### config.mk
export PLATFORM = sky130hd
export DESIGN_NAME = gpr_wport_arb
export DESIGN_NICKNAME = d
export VERILOG_FILES = /design/src/rtl/gpr_wport_arb.sv
export SDC_FILE = /design/constraint.sdc
export NUM_CORES = 1
export LEC_CHECK = 0
export BUFFER_PORTS_ARGS = -buffer_cell sky130_fd_sc_hd__buf_2
export CAP_MARGIN = 15
export CORE_MARGIN = 2
export CORE_UTILIZATION = 45
export CTS_CLUSTER_SIZE = 20
export DETAILED_ROUTE_END_ITERATION = 7
export GPL_TIMING_DRIVEN = 0
export PLACE_DENSITY = 0.71
export SYNTH_ARGS = -nofsm -noshare
export SYNTH_HDL_FRONTEND = slang
export SYNTH_SLANG_ARGS = --single-unit
### constraint.sdc
create_clock -name CLK -period 6.7 [get_ports CLK]
set_clock_uncertainty 0.2 [all_clocks]
set_input_delay 0.67 -clock CLK [delete_from_list [all_inputs] [get_ports CLK]]
set_output_delay 0.67 -clock CLK [all_outputs]
set_load 0.05 [all_outputs]
### src/rtl/gpr_wport_arb.sv
// Single GPR write-port arbiter: the pipeline writeback always wins; long-latency
// results wait in a small in-order FIFO and drain into idle write-port cycles.
module gpr_wport_arb #(
    parameter int DEPTH        = 2,
    parameter int STARVE_LIMIT = 8
) (
    input  logic        CLK,
    input  logic        RST,
    input  logic        P_WE,
    input  logic [4:0]  P_WADDR,
    input  logic [31:0] P_WDATA,
    input  logic        L_VALID,
    output logic        L_READY,
    input  logic [4:0]  L_WADDR,
    input  logic [31:0] L_WDATA,
    output logic        WE,
    output logic [4:0]  WADDR,
    output logic [31:0] WDATA,
    input  logic [4:0]  RADDR1,
    input  logic [4:0]  RADDR2,
    output logic        PEND_HIT1,
    output logic        PEND_HIT2,
    output logic        STALL_REQ
);

    localparam int PW = $clog2(DEPTH);
    localparam int CW = PW + 1;
    localparam int SW = $clog2(STARVE_LIMIT + 1);

    // Handshake: a long-latency result transfers on a rising CLK edge where
    // L_VALID and L_READY are both high; L_READY depends only on registered state.

    logic [4:0]       q_addr [DEPTH];
    logic [31:0]      q_data [DEPTH];
    logic [DEPTH-1:0] q_valid;
    logic [DEPTH-1:0] q_kill;
    logic [PW-1:0]    rd_ptr;
    logic [PW-1:0]    wr_ptr;
    logic [CW-1:0]    count;
    logic [SW-1:0]    starve_cnt;
    logic [SW-1:0]    starve_nxt;
    logic             stall_q;

    logic p_busy;
    logic not_empty;
    logic head_kill;
    logic head_live;
    logic enq;
    logic store;
    logic pop;
    logic blocked;
    logic hit1_any;
    logic hit2_any;

    assign p_busy    = P_WE && (P_WADDR != 5'd0);
    assign not_empty = (count != '0);
    assign head_kill = q_kill[rd_ptr];
    assign head_live = not_empty && !head_kill;
    assign L_READY   = !RST && (count < CW'(DEPTH));
    assign enq       = L_VALID && L_READY;
    assign store     = enq && (L_WADDR != 5'd0);
    // A killed head leaves even while the pipeline owns the port.
    assign pop       = not_empty && (head_kill || !p_busy);
    assign blocked   = head_live && p_busy;
    assign STALL_REQ = stall_q;

    always_comb begin
        WE    = 1'b0;
        WADDR = 5'd0;
        WDATA = 32'd0;
        if (!RST) begin
            if (p_busy) begin
                WE    = 1'b1;
                WADDR = P_WADDR;
                WDATA = P_WDATA;
            end else if (head_live) begin
                WE    = 1'b1;
                WADDR = q_addr[rd_ptr];
                WDATA = q_data[rd_ptr];
            end
        end
    end

    always_comb begin
        hit1_any = 1'b0;
        hit2_any = 1'b0;
        for (int i = 0; i < DEPTH; i++) begin
            if (q_valid[i] && !q_kill[i] && (q_addr[i] == RADDR1)) hit1_any = 1'b1;
            if (q_valid[i] && !q_kill[i] && (q_addr[i] == RADDR2)) hit2_any = 1'b1;
        end
    end

    assign PEND_HIT1 = !RST && (RADDR1 != 5'd0) && hit1_any;
    assign PEND_HIT2 = !RST && (RADDR2 != 5'd0) && hit2_any;

    always_comb begin
        starve_nxt = starve_cnt;
        if (pop || !not_empty) begin
            starve_nxt = '0;
        end else if (blocked && (starve_cnt != SW'(STARVE_LIMIT))) begin
            starve_nxt = starve_cnt + SW'(1);
        end
    end

    always_ff @(posedge CLK) begin
        if (RST) begin
            q_valid    <= '0;
            q_kill     <= '0;
            rd_ptr     <= '0;
            wr_ptr     <= '0;
            count      <= '0;
            starve_cnt <= '0;
            stall_q    <= 1'b0;
        end else begin
            for (int i = 0; i < DEPTH; i++) begin
                if (p_busy && q_valid[i] && (q_addr[i] == P_WADDR)) q_kill[i] <= 1'b1;
            end
            if (pop) begin
                q_valid[rd_ptr] <= 1'b0;
                q_kill[rd_ptr]  <= 1'b0;
                rd_ptr          <= rd_ptr + PW'(1);
            end
            // A same-cycle pipeline write to this register is newer, so store it dead.
            if (store) begin
                q_valid[wr_ptr] <= 1'b1;
                q_kill[wr_ptr]  <= p_busy && (P_WADDR == L_WADDR);
                wr_ptr          <= wr_ptr + PW'(1);
            end
            case ({store, pop})
                2'b10:   count <= count + CW'(1);
                2'b01:   count <= count - CW'(1);
                default: count <= count;
            endcase
            starve_cnt <= starve_nxt;
            stall_q    <= (starve_nxt == SW'(STARVE_LIMIT));
        end
    end

    always_ff @(posedge CLK) begin
        if (!RST && store) begin
            q_addr[wr_ptr] <= L_WADDR;
            q_data[wr_ptr] <= L_WDATA;
        end
    end

endmodule
# Word-level counts from Yosys, hierarchy flattened
# Memories as Yosys holds them, arrays and structs flattened. A register that Yosys moved wholly into a read port is not among the register bits.
# Index checks and enable logic that the tools add are counted.
[classes] n_addsub=5 multipliers=0 n_div=0 magnitude_cmp=5 n_eq_ne=11 shifts=0 n_mux=39 n_bitwise=4 reduce_logical=40
[op_table] op="$mux W32" n=3
[op_table] op="$eq A5 B5 Y1" n=7
[op_table] op="$logic_and A1 B1 Y1" n=26
[op_table] op="$mux W1" n=21
[op_table] op="$reduce_bool A5 Y1" n=4
[op_table] op="$mux W5" n=3
[op_table] op="$mux W2" n=6
[op_table] op="$mux W4" n=2
[op_table] op="$logic_not A1 Y1" n=6
[op_table] op="$add A4 B1 Y4 const B" n=1
[op_table] op="$and A2 B2 Y2" n=2
[op_table] op="$eq A4 B4 Y1 const B" n=1
[op_table] op="$lt A1 B2 Y1 const B" n=2
[op_table] op="$ne A4 B4 Y1 const B" n=1
[op_table] op="$pmux W2 S2" n=1
[op_table] op="$reduce_bool A2 Y1" n=2
[op_table] op="$add A1 B1 Y1 const B" n=2
[op_table] op="$add A2 B1 Y2 const B" n=1
[op_table] op="$bwmux W2" n=1
[op_table] op="$demux W1 S1" n=2
[op_table] op="$eq A2 B1 Y1 const B" n=1
[op_table] op="$eq A2 B2 Y1 const B" n=1
[op_table] op="$ge A1 B1 Y1 const B" n=2
[op_table] op="$logic_or A1 B1 Y1" n=2
[op_table] op="4 further kinds" n=4
[totals] ff_bits=13 latch_bits=0 mem_bits_rw=74 romBits=0 input_bits=88 output_inout_bits=42 word_cells=113 memories=2
[memory_table] memory="q_data" words=2 word_bits=32 read_ports=1 rd_clocked_by_memory_dff=1 write_ports=1 line_no="34" text="logic [31:0] q_data [DEPTH];"
[memory_table] memory="q_addr" words=2 word_bits=5 read_ports=3 rd_clocked_by_memory_dff=1 write_ports=1 line_no="33" text="logic [4:0] q_addr [DEPTH];"

# Logic depth before layout (Yosys ltp)
# Gate-level depths: netlist (run 1).
[logic_depth] word_depth=11 ltp_mapped=8 depth_no_buf=7

# Least setup slack after synthesis (run 1)
# No wires, ideal clock.
[synth_path] path_kind="in2out" startpoint="input port P_WADDR[0]" endpoint="output port WADDR[2]" t_arrival_ns=2.772 t_required_ns=5.830 path_slack_ns=3.058 cell_stages=6 n_path_buf=2 path_cell_list="buf_2 nor4_4 a21o_2 buf_2 nor2_1 a211oi_1"
[synth_via] elab_chain_cells=4
[synth_lines] item="start: declaration" line_no="10" text="input logic [4:0] P_WADDR,"
[synth_lines] item="$reduce_bool A5 Y1" line_no="55" text="assign p_busy = P_WE && (P_WADDR != 5'd0);"
[synth_lines] item="$logic_and A1 B1 Y1" line_no="55"
[synth_lines] item="$mux W5" line_no="72" text="if (p_busy) begin"
[synth_lines] item="$mux W5" line_no="71" text="if (!RST) begin"
[synth_lines] item="end: declaration" line_no="17" text="output logic [4:0] WADDR,"
# No other way between the ends.

# Worst setup path after layout (run 1)
[layout_path] startpoint="input port P_WADDR[0]" endpoint="output port WDATA[19]"
[layout_via] elab_chain_cells=4
[layout_lines] item="$reduce_bool A5 Y1" line_no="55"
[layout_lines] item="$logic_and A1 B1 Y1" line_no="55"
[layout_lines] item="$mux W32" line_no="72"
[layout_lines] item="$mux W32" line_no="71"
[layout_lines] item="end: declaration" line_no="18" text="output logic [31:0] WDATA,"
# No other way between the ends.

==> results of run 1 <==
-- final cells by class --
class,count,area share [%]
buffer,22,2.459
multi-input combinational,227,32.39
clock inverter,4,0.4215
timing repair buffer,124,11.62
clock buffer,12,2.529
inverter,9,0.6323
tap,133,3.115
sequential,88,46.84
-- state kept, by name, summed over array words and instances (netlist names), named ones only --
name,count
q_valid,2
STALL_REQ,1
q_addr,10
wr_ptr,1
starve_cnt,4
count,2
rd_ptr,1
q_kill,2
q_data,64
-- logic make-up (layout without fill, tap and decap cells) --
| group | Yosys count | after routing | synth area share [%] |
|---|---|---|---|
| compound gates | 70 | 70 | 13.37 |
| xor+xnor | 39 | 39 | 7.767 |
| fa+ha+maj | 3 | 3 | 0.8536 |
| buf+inv | 31 | 171 | 3.755 |
| flops | 88 | 88 | 56.90 |
| mux | 38 | 38 | 8.677 |
| simple gates | 77 | 77 | 8.677 |
-- final timing paths --
check	startpoint	end	slack, ns	depth (start not counted)
max	P_WADDR[0]	WDATA[19]	3.43	8
min	wr_ptr$_SDFFE_PP0P_	wr_ptr$_SDFFE_PP0P_	0.30	2
max reg2reg	count[1]$_SDFFE_PP0P_	q_kill[0]$_SDFF_PP0_	4.32	6
min reg2reg	wr_ptr$_SDFFE_PP0P_	wr_ptr$_SDFFE_PP0P_	0.30	2
-- stage by stage --
step	cells	area (sq um)	setup slack, ns
floorplan	346	4398	3.058
global placement	603	5185	3.463
detailed placement	603	5185	3.453
CTS	619	5343	3.436
global route	619	5343	3.307
finish	619	5343	3.431
-- layer usage --
| layer | part of all wire (%) | up-vias | global-route usage, % | routed length, um |
|---|---|---|---|---|
| li1 | - | 1562 | - | - |
| met4 | 1.7 | 0 | 7.692 | 176 |
| met1 | 42 | 1528 | 24.30 | 4358 |
| met3 | 4.9 | 16 | 3.186 | 505 |
| met5 | 0 | - | 0 | 0 |
| met2 | 51 | 95 | 34.99 | 5324 |
-- critical path, stage by stage --
cell and delay [ns]:
buf_2 0.16, nor4_4 0.37, a21o_2 0.24, buf_4 0.21, buf_4 0.20, nor2_1 0.07, a211oi_2 0.19, buf_2 0.29
-- placed cells by master (no fill, tap or decap), types with 4 or more instances in the layout --
cell type and instances:
xor2_1 26, nand3_1 6, o21ai_0 7, a211oi_2 19
buf_2 136, nor2_1 44, a21oi_1 12, nand2_1 4
xnor2_1 13, mux2i_1 37, nor4_1 8, inv_1 7
a211oi_1 21, clkbuf_1 4, clkbuf_8 9, edfxtp_1 74
dfxtp_1 14
-- power breakdown --
group	switching [W]	internal [W]	total, W
Sequential	0.0000213	0.000637	0.000658
Clock	0.000180	0.000134	0.000314
Combinational	0.000328	0.000154	0.000482
Total	0.000529	0.000925	0.00145
==> run_results.csv, run 1 <==
group,metric,value,unit
pwr,p_total,0.001454,W
synthesis,synth.net_count,437,
layout,final_net_count,572,
clocking,htreeDepth,3,
floorplan,die_area,10580,sq um
clocking,clkTransAtPathRegs,0.08,ns
global_route,grt_max_degree,40,
floorplan,core-area,9639,sq um
layout,antennaDiodeCount,0,
synthesis,async_flop_share,0,%
pwr,max-vdd-ir-drop,0.1417,mV
timing,post-route-period-util,48.79,%
clocking,clock_sinks,88,
clocking,cts_made_buffers,9,
floorplan,fp.dieW,102.9,um
global_route,grt_pass1_wl,15790,um
pwr,p_leak,2.050,nW
floorplan,initial_core_util,45.63,%
synthesis,postSynthAreaPerCell,12.71,sq um
timing,rsz0062_at_grt,"false",
synthesis,ys_top_cells_by_area,"edfxtp_1, mux2i_1, dfxtp_1",
detailed_routing,routed_wl,10360,um
synthesis,yosysUniqueCellTypes,44,
synthesis,synth.most_common_cell,"edfxtp_1",
detailed_routing,firstDrtPassIters,4,
synthesis,synth.largest_area_cell,"edfxtp_1",
critical_path,cp-end-kind,"primary output",
timing,max_freq,0.3059,GHz
detailed_routing,drc,0,
global_route,grt.total_usage,19.77,%
layout,ff_latch_area,2502,sq um
detailed_routing,wl_per_cell,16.74,um
layout,layout-drive-gt1-share,37.45,%
detailed_routing,vias,3201,
timing,slew_headroom,40.83,%
synthesis,yosysSeqAreaShare,56.90,%
layout,utilization,55.43,%
clocking,cts-root-buf,"clkbuf_8",
synthesis,ys.flop_type,"edfxtp_1",
synthesis,ys_seq_elements,88,
clocking,cts_setup_buffers,0,
outcome,status,"finished clean",
timing,setup_tns,0,ns
synthesis,syn_area,4398,sq um
layout,area_delta_synth_final,21.48,%
clocking,cts.repair.resized,0,
global_route,grt_pass1_vias,3214,
timing,setup_violations,0,
global_route,antenna_found_initial,0,
synthesis,synth_edf_count,74,
critical_path,crit_arrival,2.40,ns
timing,drv_slew,0,
critical_path,startpoint_type,"input port",
critical_path,path_class,"in -> out",
floorplan,ios,130,
synthesis,syn-instance-count,346,
synthesis,synth_top_cells_by_count,"edfxtp_1, nor2_1, mux2i_1",
detailed_routing,vias_per_cell,5.171,
layout,fill_cells,877,
clocking,cts_buffer_depth,2,
place,gp_congestion,0.8911,
hold_path,hp-class,"reg -> reg",
global_route,globalRouteOverflowTotal,0,
place,port_buffers,124,
floorplan,dieHeight,102.9,um
timing,max_slew.worst_pin.slew,0.8862,ns
run,cap_viol_max_count,0,
critical_path,worst_ep_required_time,5.83,ns
clocking,cts_hold_buf,0,
timing,hold_violations,0,
critical_path,worstPathMaxFanout,10,
clocking,cts_tree,"yes",
detailed_routing,initialDrtViolationCount,121,
floorplan,std_cell_rows,36,
timing,period_minus_slack,3.269,ns
pwr,power_density,272.2,nW/um^2
synthesis,synth_warnings,0,
synthesis,yosys.area.top_type_share,50.53,%
layout,multi_input_area,1730,sq um
clocking,clk_latency,0.35,ns
timing,whs,0.2968,ns
place,dpl.hpwl,7334,um
detailed_routing,drt.antenna.violating_nets,0,
Note: power is estimated with default switching activity, not from simulation.
==> run 2, diff against run 1 <==
PLACE_DENSITY = 0.74   (was 0.71)
clock period = 2.9 ns   (was 6.7 ns; I/O delays follow)
==> run_results.csv, run 2 (synthesis results as in run 1) <==
group,metric,value,unit
outcome,status,"finished clean",
global_route,grt_pass1_wl,16350,um
detailed_routing,initialDrtViolationCount,127,
place,port_buffers,124,
floorplan,initial_core_util,45.63,%
critical_path,path_class,"reg -> out",
detailed_routing,drt.antenna.violating_nets,0,
detailed_routing,wl_per_cell,16.50,um
critical_path,startpoint,"rd_ptr$_SDFFE_PP0P_",
critical_path,worst_ep_required_time,2.41,ns
layout,final_net_count,608,
global_route,grt_use_met2,35.90,%
clocking,clock_sinks,88,
detailed_routing,routed_wl,10780,um
critical_path,r2r_end,"q_kill[0]$_SDFF_PP0_",
clocking,cts_buffer_depth,2,
critical_path,endpoint,"WDATA[26]",
global_route,grt.total_usage,20.60,%
timing,hold_violations,0,
critical_path,cp-end-kind,"primary output",
place,placedCellCount,603,
timing,drv_slew,0,
clocking,cts_made_buffers,9,
place,dpl.hpwl,7157,um
place,placed_area,5185,sq um
critical_path,r2r_slack,0.52,ns
clocking,clkTransAtPathRegs,0.08,ns
layout,most-common-layout-cells,"buf_2, edfxtp_1, nor2_1",
timing,max_freq,0.3564,GHz
clocking,cts_tree,"yes",
layout,layout-drive-gt1-share,35.58,%
floorplan,std_cell_rows,36,
layout,largest_register_ffs,64,
critical_path,timing.rr.start,"count[1]$_SDFFE_PP0P_",
detailed_routing,drc,0,
timing,period_minus_slack,2.806,ns
layout,area_delta_synth_final,31.41,%
global_route,globalRouteOverflowTotal,0,
clocking,cts-root-buf,"clkbuf_8",
clocking,clk_latency,0.35,ns
place,gp_congestion,0.9671,
critical_path,r2r_cells,6,
layout,multi_input_area,1730,sq um
global_route,grt_pass1_vias,3337,
floorplan,core-area,9639,sq um
timing,setup_violations,0,
global_route,grtUsageMet1,26.36,%
global_route,antenna_found_initial,0,
pwr,max-vdd-ir-drop,0.4348,mV
floorplan,ios,130,
timing,rsz0062_at_grt,"false",
hold_path,hp-class,"in -> reg",
clocking,htreeDepth,3,
pwr,p_leak,2.233,nW
layout,fill_cells,811,
timing,max_slew.worst_pin.slew,0.8947,ns
pwr,power_density,633.1,nW/um^2
global_route,grt_max_degree,40,
layout,ff_latch_area,2502,sq um
timing,post-route-period-util,96.76,%
layout,antennaDiodeCount,0,
critical_path,crit_arrival,2.32,ns
run,cap_viol_max_count,0,
floorplan,die_area,10580,sq um
floorplan,dieHeight,102.9,um
critical_path,worstPathMaxFanout,10,
layout,regMostFlops,"q_data",
layout,reg_top3,"q_data (64), q_addr (10), starve_cnt (4)",
detailed_routing,vias,3365,
detailed_routing,firstDrtPassIters,4,
global_route,grt_use_met3,2.847,%
critical_path,startpoint_type,"register",
floorplan,fp.dieW,102.9,um
timing,slew_headroom,40.27,%
layout,layout.cells.non_filler,653,
layout,design_area,5779,sq um
global_route,busiest_layer,"met2",
detailed_routing,vias_per_cell,5.153,
layout,layout_commonest_cell,"buf_2",
[run 2: layout make-up]
type	count	area share, %
well taps	133	2.879
flip-flops and latches	88	43.30
inverters	9	0.5845
repair buffers	160	17.02
plain buffers	22	2.295
clock buffers	9	2.143
clock inverters	5	1.840
multi-input cells	227	29.94
[run 2: routing by layer]
metal	up-vias	wire, um	part of all wire [%]
met5	-	0	0
met4	0	116	1.1
met3	9	518	4.8
met2	105	5481	51
met1	1617	4659	43
li1	1634	-	-
[run 2: worst min-delay path by stage]
stage / depth (start not counted) / end / start / slack, ns
after floorplan: 0 / q_addr[0][0]$_DFFE_PP_ / L_WADDR[0] / 0.19
after detailed placement: 1 / q_data[1][22]$_DFFE_PP_ / L_WDATA[22] / 0.28
after global routing: 1 / q_addr[0][0]$_DFFE_PP_ / L_WADDR[0] / 0.02
after CTS: 1 / q_addr[0][0]$_DFFE_PP_ / L_WADDR[0] / 0.005
final: 1 / q_addr[0][0]$_DFFE_PP_ / L_WADDR[0] / 0.01
after global placement: 2 / wr_ptr$_SDFFE_PP0P_ / wr_ptr$_SDFFE_PP0P_ / 0.26
[run 2: critical path, stage by stage (launching register included)]
cell and delay, ns:
dfxtp_1 0.39, mux2_1 0.36, or2_1 0.25, a21o_1 0.20, buf_6 0.15, buf_6 0.16, a211oi_2 0.16, buf_2 0.30
[run 2: per-stage QoR]
stage	TNS [ns]	total power, W	setup slack [ns]	hold WS [ns]	utilization, %
after global routing	0	0.003817	0.001604	0.02108	59.96
final	0	0.003659	0.09388	0.01260	59.96
after floorplan	-0.3255	0.002375	-0.03255	0.1889	-
after detailed placement	0	0.002661	0.4005	0.2807	53.79
after CTS	0	0.003674	0.08432	0.005321	59.92
after global placement	0	0.002642	0.07681	0.2587	53.79
[run 2: repair_timing]
| item | in CTS | in global routing |
|---|---|---|
| gates resized for setup | 0 | 2 |
| setup buffers | 0 | 0 |
| hold buffers | 36 | 0 |
| hold endpoints to repair | 72 | 0 |
| endpoints found under the setup margin | 0 | 9 |
[run 2: where the power goes]
part | internal [W] | leakage [nW] | switching (W)
Sequential | 0.00147 | 0.792 | 0.0000476
Combinational | 0.000389 | 1.33 | 0.000765
Clock | 0.000566 | 0.112 | 0.000421
Total | 0.00243 | 2.23 | 0.00123
==> run 3, diff against run 2 <==
ABC_AREA = 1   (was not set)
==> run_results.csv, run 3 <==
group,metric,value,unit
place,port_buffers,128,
detailed_routing,drc,0,
synthesis,syn_area,4444,sq um
critical_path,path_class,"reg -> out",
timing,drv_slew,0,
synthesis,ys_seq_elements,88,
floorplan,initial_core_util,45.89,%
timing,max_slew.worst_pin.slew,0.8604,ns
clocking,clkTransAtPathRegs,0.08,ns
synthesis,async_flop_share,0,%
synthesis,ys.flop_type,"edfxtp_1",
synthesis,synth_edf_count,74,
detailed_routing,initialDrtViolationCount,194,
place,gp_congestion,0.9431,
layout,layout_commonest_cell,"buf_2",
timing,post-route-period-util,88.79,%
pwr,max-vdd-ir-drop,0.5188,mV
layout,antennaDiodeCount,0,
layout,largest_register_ffs,64,
layout,area_delta_synth_final,32.35,%
critical_path,startpoint_type,"register",
global_route,grt_max_degree,39,
critical_path,worstPathMaxFanout,10,
pwr,power_density,671.0,nW/um^2
floorplan,core-area,9684,sq um
layout,regMostFlops,"q_data",
pwr,p_total,0.003947,W
global_route,grt_pass1_vias,3887,
clocking,cts_made_buffers,9,
clocking,cts.repair.resized,0,
layout,reg_top3,"q_data (64), q_addr (10), starve_cnt (4)",
global_route,globalRouteOverflowTotal,0,
global_route,grt.total_usage,22.53,%
timing,period_minus_slack,2.575,ns
synthesis,postSynthAreaPerCell,9.456,sq um
run,cap_viol_max_count,0,
critical_path,cp-end-kind,"primary output",
detailed_routing,firstDrtPassIters,4,
synthesis,syn-instance-count,470,
floorplan,die_area,10690,sq um
clocking,clk_latency,0.37,ns
synthesis,yosysSeqAreaShare,56.31,%
synthesis,yosys.area.top_type_share,50.00,%
hold_path,hp-class,"in -> reg",
floorplan,ios,130,
floorplan,dieHeight,103.4,um
synthesis,synth.largest_area_cell,"edfxtp_1",
timing,whs,0.05945,ns
detailed_routing,drt.antenna.violating_nets,0,
critical_path,worst_ep_required_time,2.41,ns
timing,max_freq,0.3883,GHz
layout,most-common-layout-cells,"buf_2, nand2_1, edfxtp_1",
clocking,htreeDepth,3,
synthesis,synth.net_count,561,
detailed_routing,routed_wl,12020,um
timing,setup_violations,0,
timing,rsz0062_at_grt,"false",
detailed_routing,wl_per_cell,15.31,um
synthesis,yosysUniqueCellTypes,31,
clocking,cts-root-buf,"clkbuf_8",
critical_path,crit_arrival,2.09,ns
detailed_routing,vias_per_cell,5.149,
layout,layout-drive-gt1-share,25.00,%
layout,final_net_count,738,
floorplan,std_cell_rows,36,
global_route,antenna_found_initial,0,
pwr,p_leak,2.824,nW
timing,hold_violations,0,
detailed_routing,vias,4042,
clocking,clock_sinks,88,
timing,slew_headroom,42.56,%
floorplan,fp.dieW,103.4,um
outcome,status,"finished clean",
place,dpl.hpwl,8364,um
synthesis,ys_top_cells_by_area,"edfxtp_1, nand2_1, o211a_1",
synthesis,synth_top_cells_by_count,"nand2_1, edfxtp_1, nand3_1",
synthesis,synth_warnings,0,
global_route,grt_pass1_wl,18310,um
clocking,cts_buffer_depth,2,
synthesis,synth.most_common_cell,"nand2_1",
clocking,cts_tree,"yes",
==> run 3: changes by cell type after synthesis, sizes merged, moves of 20 or more <==
cell    previous run  this run
a211oi            40         4
inv                9        43
mux2i             37         0
nand2              4       128
nand3              6        50
o211a              0        32
xor2              26         6
==> run 3: area by class of cell <==
type,instances,area [sq um]
fill,845,3802
sequential,88,2502
multi-input combinational,318,1677
timing repair buffer,166,1031
tap,133,166.4
inverter,43,161.4
clock buffer,10,127.6
buffer,21,108.9
clock inverter,6,107.6
==> run 3: kinds of logic after synthesis <==
logic type / count (synthesis) / share of synthesized area (%)
AOI/OAI and AO/OA: 78 / 13.37
xor gates and xnor gates: 9 / 1.774
adders and majority gates: 3 / 0.8447
buffers and inverters: 64 / 6.081
DFF: 88 / 56.31
and+or+nand+nor: 228 / 21.62
==> run 3: what timing repair did <==
item / 4_1_cts / 5_1_grt
endpoints found under the hold margin: 74 / 0
setup buffers: 0 / 0
hold buffers: 37 / 0
==> run 3: final timing paths <==
| kind | slack, ns | start | cells past startpoint | endpoint |
|---|---|---|---|---|
| setup / recovery | 0.32 | register | 7 | WADDR[3] |
| setup reg to reg | 0.81 | count[1]$_SDFFE_PP0P_ | 5 | q_kill[1]$_SDFF_PP0_ |
| hold reg to reg | 0.30 | count[1]$_SDFFE_PP0P_ | 1 | count[1]$_SDFFE_PP0P_ |
| hold / removal | 0.06 | RST | 2 | rd_ptr$_SDFFE_PP0P_ |
==> run 3: power by group <==
part	switching [W]	internal, W
clock network	0.000434	0.000570
logic	0.000984	0.000434
registers	0.0000524	0.00147
==> run 3: critical path: stages (launching register included) <==
cell and delay [ns]:
dfxtp_1 0.31, buf_2 0.16, clkbuf_1 0.41, nand2_1 0.08
o21ai_0 0.09, nor2_1 0.06, a211oi_1 0.28, buf_2 0.32
==> run 3: metal layers <==
layer  routed length, um  global-route usage, %  vias up
li1                    -                      -     1980
met1                5096                  28.29     1909
met2                6116                  39.40      136
met3                 628                  3.427       17
met4                 177                  8.300        0
met5                   0                      0        -
==> run 3: metrics by stage <==
step	setup WS (ns)	instances	instance area [sq um]	TNS (ns)	utilization, %
2_1_floorplan	0.3405	470	4444	0	-
3_3_place_gp	-0.4904	731	5251	-9.069	54.22
3_5_place_dp	0.6116	732	5276	0	54.48
4_1_cts	0.2804	785	5882	0	60.74
5_1_grt	0.1419	785	5882	0	60.74
6_report	0.3250	785	5882	0	60.74
